[src/rtl/stall_seq_pkg.sv]
// stall_seq_pkg: shared definitions for the stall sequencer.
//   state_t  : sequencer state (idle / holding the pipeline)
//   MIN_LEN  : shortest hold ever issued; a requested length of 0 becomes this
//   PERF_W   : width of the optional stall-cycle performance counter
package stall_seq_pkg;

  typedef enum logic {
    ST_IDLE,
    ST_HOLD
  } state_t;

  localparam int MIN_LEN = 1;
  localparam int PERF_W  = 16;

endpackage

[src/rtl/stall_sequencer_hold_timer.sv]
// hold_timer: loadable down-counter that times one pipeline hold.
// Ports:
//   clk, rst : clock and synchronous active-high reset
//   load     : load len into the counter this cycle (takes priority over counting)
//   len      : hold length to load, already clamped to >= MIN_LEN by the caller
//   active   : a hold is in progress (counter non-zero)
//   last     : this is the final cycle of the hold (counter == MIN_LEN)
module hold_timer
  import stall_seq_pkg::*;
#(
  parameter int LEN_W = 3
) (
  input  logic             clk,
  input  logic             rst,
  input  logic             load,
  input  logic [LEN_W-1:0] len,
  output logic             active,
  output logic             last
);

  logic [LEN_W-1:0] cnt_reg;

  // A load on the final cycle chains straight into the next hold, so the
  // counter never passes through zero between back-to-back grants.
  always_ff @(posedge clk) begin
    if (rst) begin
      cnt_reg <= '0;
    end else if (load) begin
      cnt_reg <= len;
    end else if (cnt_reg != '0) begin
      cnt_reg <= cnt_reg - 1'b1;
    end
  end

  assign active = (cnt_reg != '0);
  assign last   = (cnt_reg == LEN_W'(MIN_LEN));

endmodule

[src/rtl/stall_sequencer.sv]
// stall_sequencer: round-robin arbiter that shares one multi-cycle pipeline
// hold between several hazard sources.
// Ports:
//   clk, rst     : clock and synchronous active-high reset
//   req          : level request per requester, held until its done
//   req_len      : hold length per requester, slice i = [i*LEN_W +: LEN_W]
//   grant        : one-hot, requester currently being served
//   done         : one-cycle pulse on the final hold cycle of the served requester
//   stall_en     : pipeline hold, high while any grant is active
//   busy         : copy of stall_en for the hazard unit
//   stall_cycles : saturating count of stall cycles (only with STALL_SEQ_PERF_EN)
// Build option: define STALL_SEQ_PERF_EN to add the stall_cycles counter/port.
module stall_sequencer
  import stall_seq_pkg::*;
#(
  parameter int NUM_REQ = 4,
  parameter int LEN_W   = 3
) (
  input  logic                     clk,
  input  logic                     rst,
  input  logic [NUM_REQ-1:0]       req,
  input  logic [NUM_REQ*LEN_W-1:0] req_len,
  output logic [NUM_REQ-1:0]       grant,
  output logic [NUM_REQ-1:0]       done,
  output logic                     stall_en,
  output logic                     busy
`ifdef STALL_SEQ_PERF_EN
  ,
  output logic [PERF_W-1:0]        stall_cycles
`endif
);

  localparam int PTR_W = $clog2(NUM_REQ);

  state_t             state_reg, state_next;
  logic [NUM_REQ-1:0] grant_reg, grant_next;
  logic [PTR_W-1:0]   ptr_reg, ptr_next;

  logic [LEN_W-1:0]   len_eff [NUM_REQ];
  logic [PTR_W-1:0]   rot_idx [NUM_REQ];
  logic [NUM_REQ-1:0] cand;
  logic               win_found;
  logic [PTR_W-1:0]   win_idx;
  logic [NUM_REQ-1:0] win_onehot;
  logic [PTR_W-1:0]   win_ptr;

  logic               timer_load;
  logic               timer_active;
  logic               timer_last;

  // Per requester: its position in the rotated search order starting at ptr,
  // and its effective hold length (0 clamped up to MIN_LEN).
  generate
    for (genvar gi = 0; gi < NUM_REQ; gi++) begin : g_req
      logic [PTR_W:0] rot_sum;
      assign rot_sum = {1'b0, ptr_reg} + (PTR_W+1)'(gi);
      assign rot_idx[gi] = (rot_sum >= (PTR_W+1)'(NUM_REQ))
                         ? PTR_W'(rot_sum - (PTR_W+1)'(NUM_REQ))
                         : PTR_W'(rot_sum);
      assign len_eff[gi] = (req_len[gi*LEN_W +: LEN_W] == '0)
                         ? LEN_W'(MIN_LEN)
                         : req_len[gi*LEN_W +: LEN_W];
    end
  endgenerate

  // The requester finishing this cycle still has req high; masking with the
  // current grant keeps it from winning again before the others. In IDLE the
  // grant is zero so nothing is masked.
  assign cand = req & ~grant_reg;

  // Scan from the far end so the lowest rotated position wins.
  always_comb begin
    win_found = 1'b0;
    win_idx   = '0;
    for (int k = NUM_REQ - 1; k >= 0; k--) begin
      if (cand[rot_idx[k]]) begin
        win_found = 1'b1;
        win_idx   = rot_idx[k];
      end
    end
  end

  assign win_onehot = NUM_REQ'(1) << win_idx;
  assign win_ptr    = (win_idx == PTR_W'(NUM_REQ - 1)) ? '0 : win_idx + 1'b1;

  always_comb begin
    state_next = state_reg;
    grant_next = grant_reg;
    ptr_next   = ptr_reg;
    timer_load = 1'b0;
    case (state_reg)
      ST_IDLE: begin
        if (win_found) begin
          state_next = ST_HOLD;
          grant_next = win_onehot;
          ptr_next   = win_ptr;
          timer_load = 1'b1;
        end
      end
      ST_HOLD: begin
        // Arbitrate on the final cycle so the next hold starts without a bubble.
        if (timer_last) begin
          if (win_found) begin
            grant_next = win_onehot;
            ptr_next   = win_ptr;
            timer_load = 1'b1;
          end else begin
            state_next = ST_IDLE;
            grant_next = '0;
          end
        end
      end
      default: begin
        state_next = ST_IDLE;
        grant_next = '0;
      end
    endcase
  end

  always_ff @(posedge clk) begin
    if (rst) begin
      state_reg <= ST_IDLE;
      grant_reg <= '0;
      ptr_reg   <= '0;
    end else begin
      state_reg <= state_next;
      grant_reg <= grant_next;
      ptr_reg   <= ptr_next;
    end
  end

  hold_timer #(
    .LEN_W (LEN_W)
  ) u_hold_timer (
    .clk    (clk),
    .rst    (rst),
    .load   (timer_load),
    .len    (len_eff[win_idx]),
    .active (timer_active),
    .last   (timer_last)
  );

  assign grant    = grant_reg;
  assign done     = grant_reg & {NUM_REQ{timer_last}};
  assign stall_en = timer_active;
  assign busy     = timer_active;

`ifdef STALL_SEQ_PERF_EN
  logic [PERF_W-1:0] stall_cycles_reg;

  always_ff @(posedge clk) begin
    if (rst) begin
      stall_cycles_reg <= '0;
    end else if (timer_active && (stall_cycles_reg != '1)) begin
      stall_cycles_reg <= stall_cycles_reg + 1'b1;
    end
  end

  assign stall_cycles = stall_cycles_reg;
`endif

endmodule

[config.mk]
export PLATFORM = sky130hd
export DESIGN_NAME = stall_sequencer
export DESIGN_NICKNAME = d
export VERILOG_FILES = /design/src/rtl/stall_seq_pkg.sv /design/src/rtl/stall_sequencer_hold_timer.sv /design/src/rtl/stall_sequencer.sv
export SDC_FILE = /design/constraint.sdc
export NUM_CORES = 1
export LEC_CHECK = 0
export ABC_AREA = 1
export BUFFER_PORTS_ARGS = -buffer_cell sky130_fd_sc_hd__buf_2
export CAP_MARGIN = 20
export CORE_ASPECT_RATIO = 0.6
export CORE_UTILIZATION = 35
export CTS_CLUSTER_SIZE = 24
export DETAILED_ROUTE_END_ITERATION = 10
export SLEW_MARGIN = 0
export SYNTH_ARGS = -nofsm -noshare
export SYNTH_HDL_FRONTEND = slang
export SYNTH_SLANG_ARGS = --single-unit
[constraint.sdc]
create_clock -name clk -period 3.91 [get_ports clk]
set_input_delay 0 -clock clk [delete_from_list [all_inputs] [get_ports clk]]
set_output_delay 0 -clock clk [all_outputs]
set_load 0.005 [all_outputs]
==> flow_summary_export.csv <==
group,metric,value,unit
logic_synthesis,ys_warn_count,0,
critical_path,path_common_cell,"nand2_1",
critical_path,cp_data_arrival_time,2.10,ns
power_and_ir_drop,p_leak,0.627,nW
global_routing,grt_max_degree,10,
logic_synthesis,syn_area,941,µm²
placement,dp.cells,203,
hold_path,whs_path_depth,2,
critical_path,cp.buffers_inverters,1,
timing,hold_violations,0,
global_routing,gr-usage-all-layers,0.166,
die,chipWidth,68.9,µm
critical_path,crit_cells,11,
timing,period_share,0.494,
die,ios,28,
placement,dpl_cell_area,1090,µm²
finish,nNetsFinal,198,
routing,postRouteAntennaNets,0,
finish,finalInstanceArea,1130,µm²
routing,drt-pass1-iter-count,4,
logic_synthesis,netlist.area_leader.share,0.213,
clock_tree,hold_buffers,0,
timing,period_minus_slack,1.93,ns
clock_tree,cts_buffer_depth,2,
logic_synthesis,synthAdderAreaFrac,0.0532,
timing,max_freq,0.518,GHz
clock_tree,cts_sinks,10,
critical_path,crit_path_end_kind,"flop",
power_and_ir_drop,totalPowerFinal,1.09,mW
routing,drc_errors,0,
critical_path,ff2ff_path_depth,11,
finish,num-fill-cells,284,
hold_path,hold_end,"grant[3]",
critical_path,r2r_end,"ptr_reg[1]",
logic_synthesis,yosys-top-cells-count,"nand2_1, nand3_1, inv_1",
finish,drive_gt1_frac,0.305,
power_and_ir_drop,peakVddDrop,0.000268,V
logic_synthesis,synth_fp_nets,169,
finish,syn2layout_area_growth,20.6,%
clock_tree,insertion_delay,0.24,ns
timing,relSlewSlack,0.704,
timing,rsz0062_at_grt,"no",
die,die_area,2910,µm²
flow_run,drv_cap,0,
timing,clock-skew-final,0.00205,ns
placement,routabilityCongestion,0.781,
logic_synthesis,synth_mux_area_frac,0,
timing,finalSetupViolCount,0,
die,num_rows,14,
critical_path,path_cells,"nand3_1 -> nand2_1 -> nand2_1 -> nand2_1 -> nand2_4 -> nand2_2 -> nand2_4 -> nand2_8 -> inv_4 -> ha_1 -> a21oi_1",
logic_synthesis,yosys.area_share.simple,0.461,
power_and_ir_drop,power_density,964,nW/µm²
clock_tree,cts_buffers,3,
logic_synthesis,ys_types,26,
finish,finalNonFillerCells,206,
die,start_util,0.373,
clock_tree,clk_pin_slew,0.05,ns
die,die_h,42.2,µm
critical_path,cp_slowest_cell,"dfxtp_1",
critical_path,critPathTopFamily,"simple AND/OR/NAND/NOR gates",
timing,setup_slack,1.98,ns
logic_synthesis,synth_seq_cells,10,
logic_synthesis,yosysMostFrequentCell,"nand2_1",
clock_tree,cts_tree,"yes",
routing,routed_wl,2120,µm
global_routing,antenna_found_initial,0,
global_routing,globalRoute.totalOverflow,0,
logic_synthesis,synth_top_cell_by_area,"dfxtp_1",
status,status,"finished, final reports clean",
logic_synthesis,synth_xor_area_frac,0.0186,
routing,routedWlPerCell,10.3,µm
placement,port_buffers,27,
logic_synthesis,synth_top_family_by_area,"simple AND/OR/NAND/NOR gates",
clock_tree,cts_root_buffer,"clkbuf_8",
timing,worst_pin_slew,0.443,ns
timing,slew_violations,0,
critical_path,r2r_slack,1.98,ns
hold_path,hp-start,"rst",
critical_path,r2r-start,"ptr_reg[0]",
hold_path,hold_class,"in2reg",
logic_synthesis,synthArstFlopShare,0,
global_routing,grt_pass1_vias,846,
logic_synthesis,synthCells,147,
critical_path,cp-start-kind,"flop",
global_routing,grt_pass1_wl,3590,µm
critical_path,worstPathMaxFanout,9,
placement,place_hpwl,1810,µm
logic_synthesis,synth_ff_type,"dfxtp_1",
finish,antennaDiodeCount,0,
logic_synthesis,netlist_top_cells_area,"dfxtp_1, nand2_1, nand3_1",
routing,vias,980,
clock_tree,ctsResizeCount,0,
clock_tree,post_cts_buffers,0,
critical_path,critical_path_required,4.08,ns
logic_synthesis,synth_edf_count,0,
critical_path,slowest_delay,0.59,ns
clock_tree,htree_levels,1,
finish,largest_reg_flops,4,
logic_synthesis,synth_compound_area_frac,0.109,
routing,viasPerCell,4.76,
routing,drt_iter0_drc,41,
critical_path,setup.worst_path.class,"reg2reg",
timing,fin_tns_setup,0,ns
placement,pre_cts_ws,1.97,ns
die,core,2520,µm²
logic_synthesis,avgSynthCellArea,6.40,µm²
logic_synthesis,ys_seq_area_frac,0.213,
[final cells by class]
cell class	count	area (µm²)	share of cell area
flip-flops and latches	10	200	0.176
multi-input cells	105	604	0.533
well taps	32	40.0	0.0353
repair buffers	27	135	0.119
clock buffers	3	41.3	0.0364
inverters	29	114	0.100
[power breakdown]
group          internal (mW)  switching (mW)  total, mW  leakage [nW]
logic                  0.284           0.511      0.795         0.523
registers              0.145          0.0479      0.193        0.0828
clock network         0.0673          0.0389      0.106        0.0216
[worst max-delay path by stage]
| stage | start | to | slack [ns] |
|---|---|---|---|
| 2_1_floorplan | ptr_reg[0] | ptr_reg[1] | 2.31 |
| 3_3_place_gp | ptr_reg[0] | ptr_reg[1] | 2.04 |
| 3_5_place_dp | ptr_reg[0] | ptr_reg[1] | 1.97 |
| 4_1_cts | ptr_reg[0] | ptr_reg[1] | 1.95 |
| 5_1_grt | ptr_reg[0] | ptr_reg[1] | 1.78 |
| 6_report | ptr_reg[0] | ptr_reg[1] | 1.98 |
[cells by family after synthesis]
logic type,Yosys count
adder cells (fa/ha/maj),4
AO/OA/AOI/OAI,17
XOR/XNOR,2
buffers and inverters,32
flip-flops,10
AND/OR/NAND/NOR,82
[cell usage in the layout (no fill, tap or decap), drive strengths merged]
cell     n
o21ai    3
inv     29
xor2     1
buf     27
nor2     8
nand3   29
a31oi    2
ha       4
clkbuf   3
a211oi   1
nand2   45
dfxtp   10
xnor2    1
a21oi   11
[per-layer routing]
metal / GRT usage / vias up / wire, µm / part of all wire
met5: 0 / - / 0 / 0
met4: 0.0449 / 0 / 7 / 0.0033
met3: 0.0598 / 2 / 145 / 0.068
met2: 0.229 / 34 / 818 / 0.39
met1: 0.240 / 423 / 1150 / 0.54
li1: - / 521 / - / -
[metrics by stage]
step / utilization / hold WS [ns]
6_report: 0.450 / 0.0397
5_1_grt: 0.450 / 0.0477
4_1_cts: 0.450 / 0.0383
3_5_place_dp: 0.434 / 0.289
3_3_place_gp: 0.434 / 0.284
2_1_floorplan: - / 0.286
Note: power is estimated with default switching activity, not from simulation.
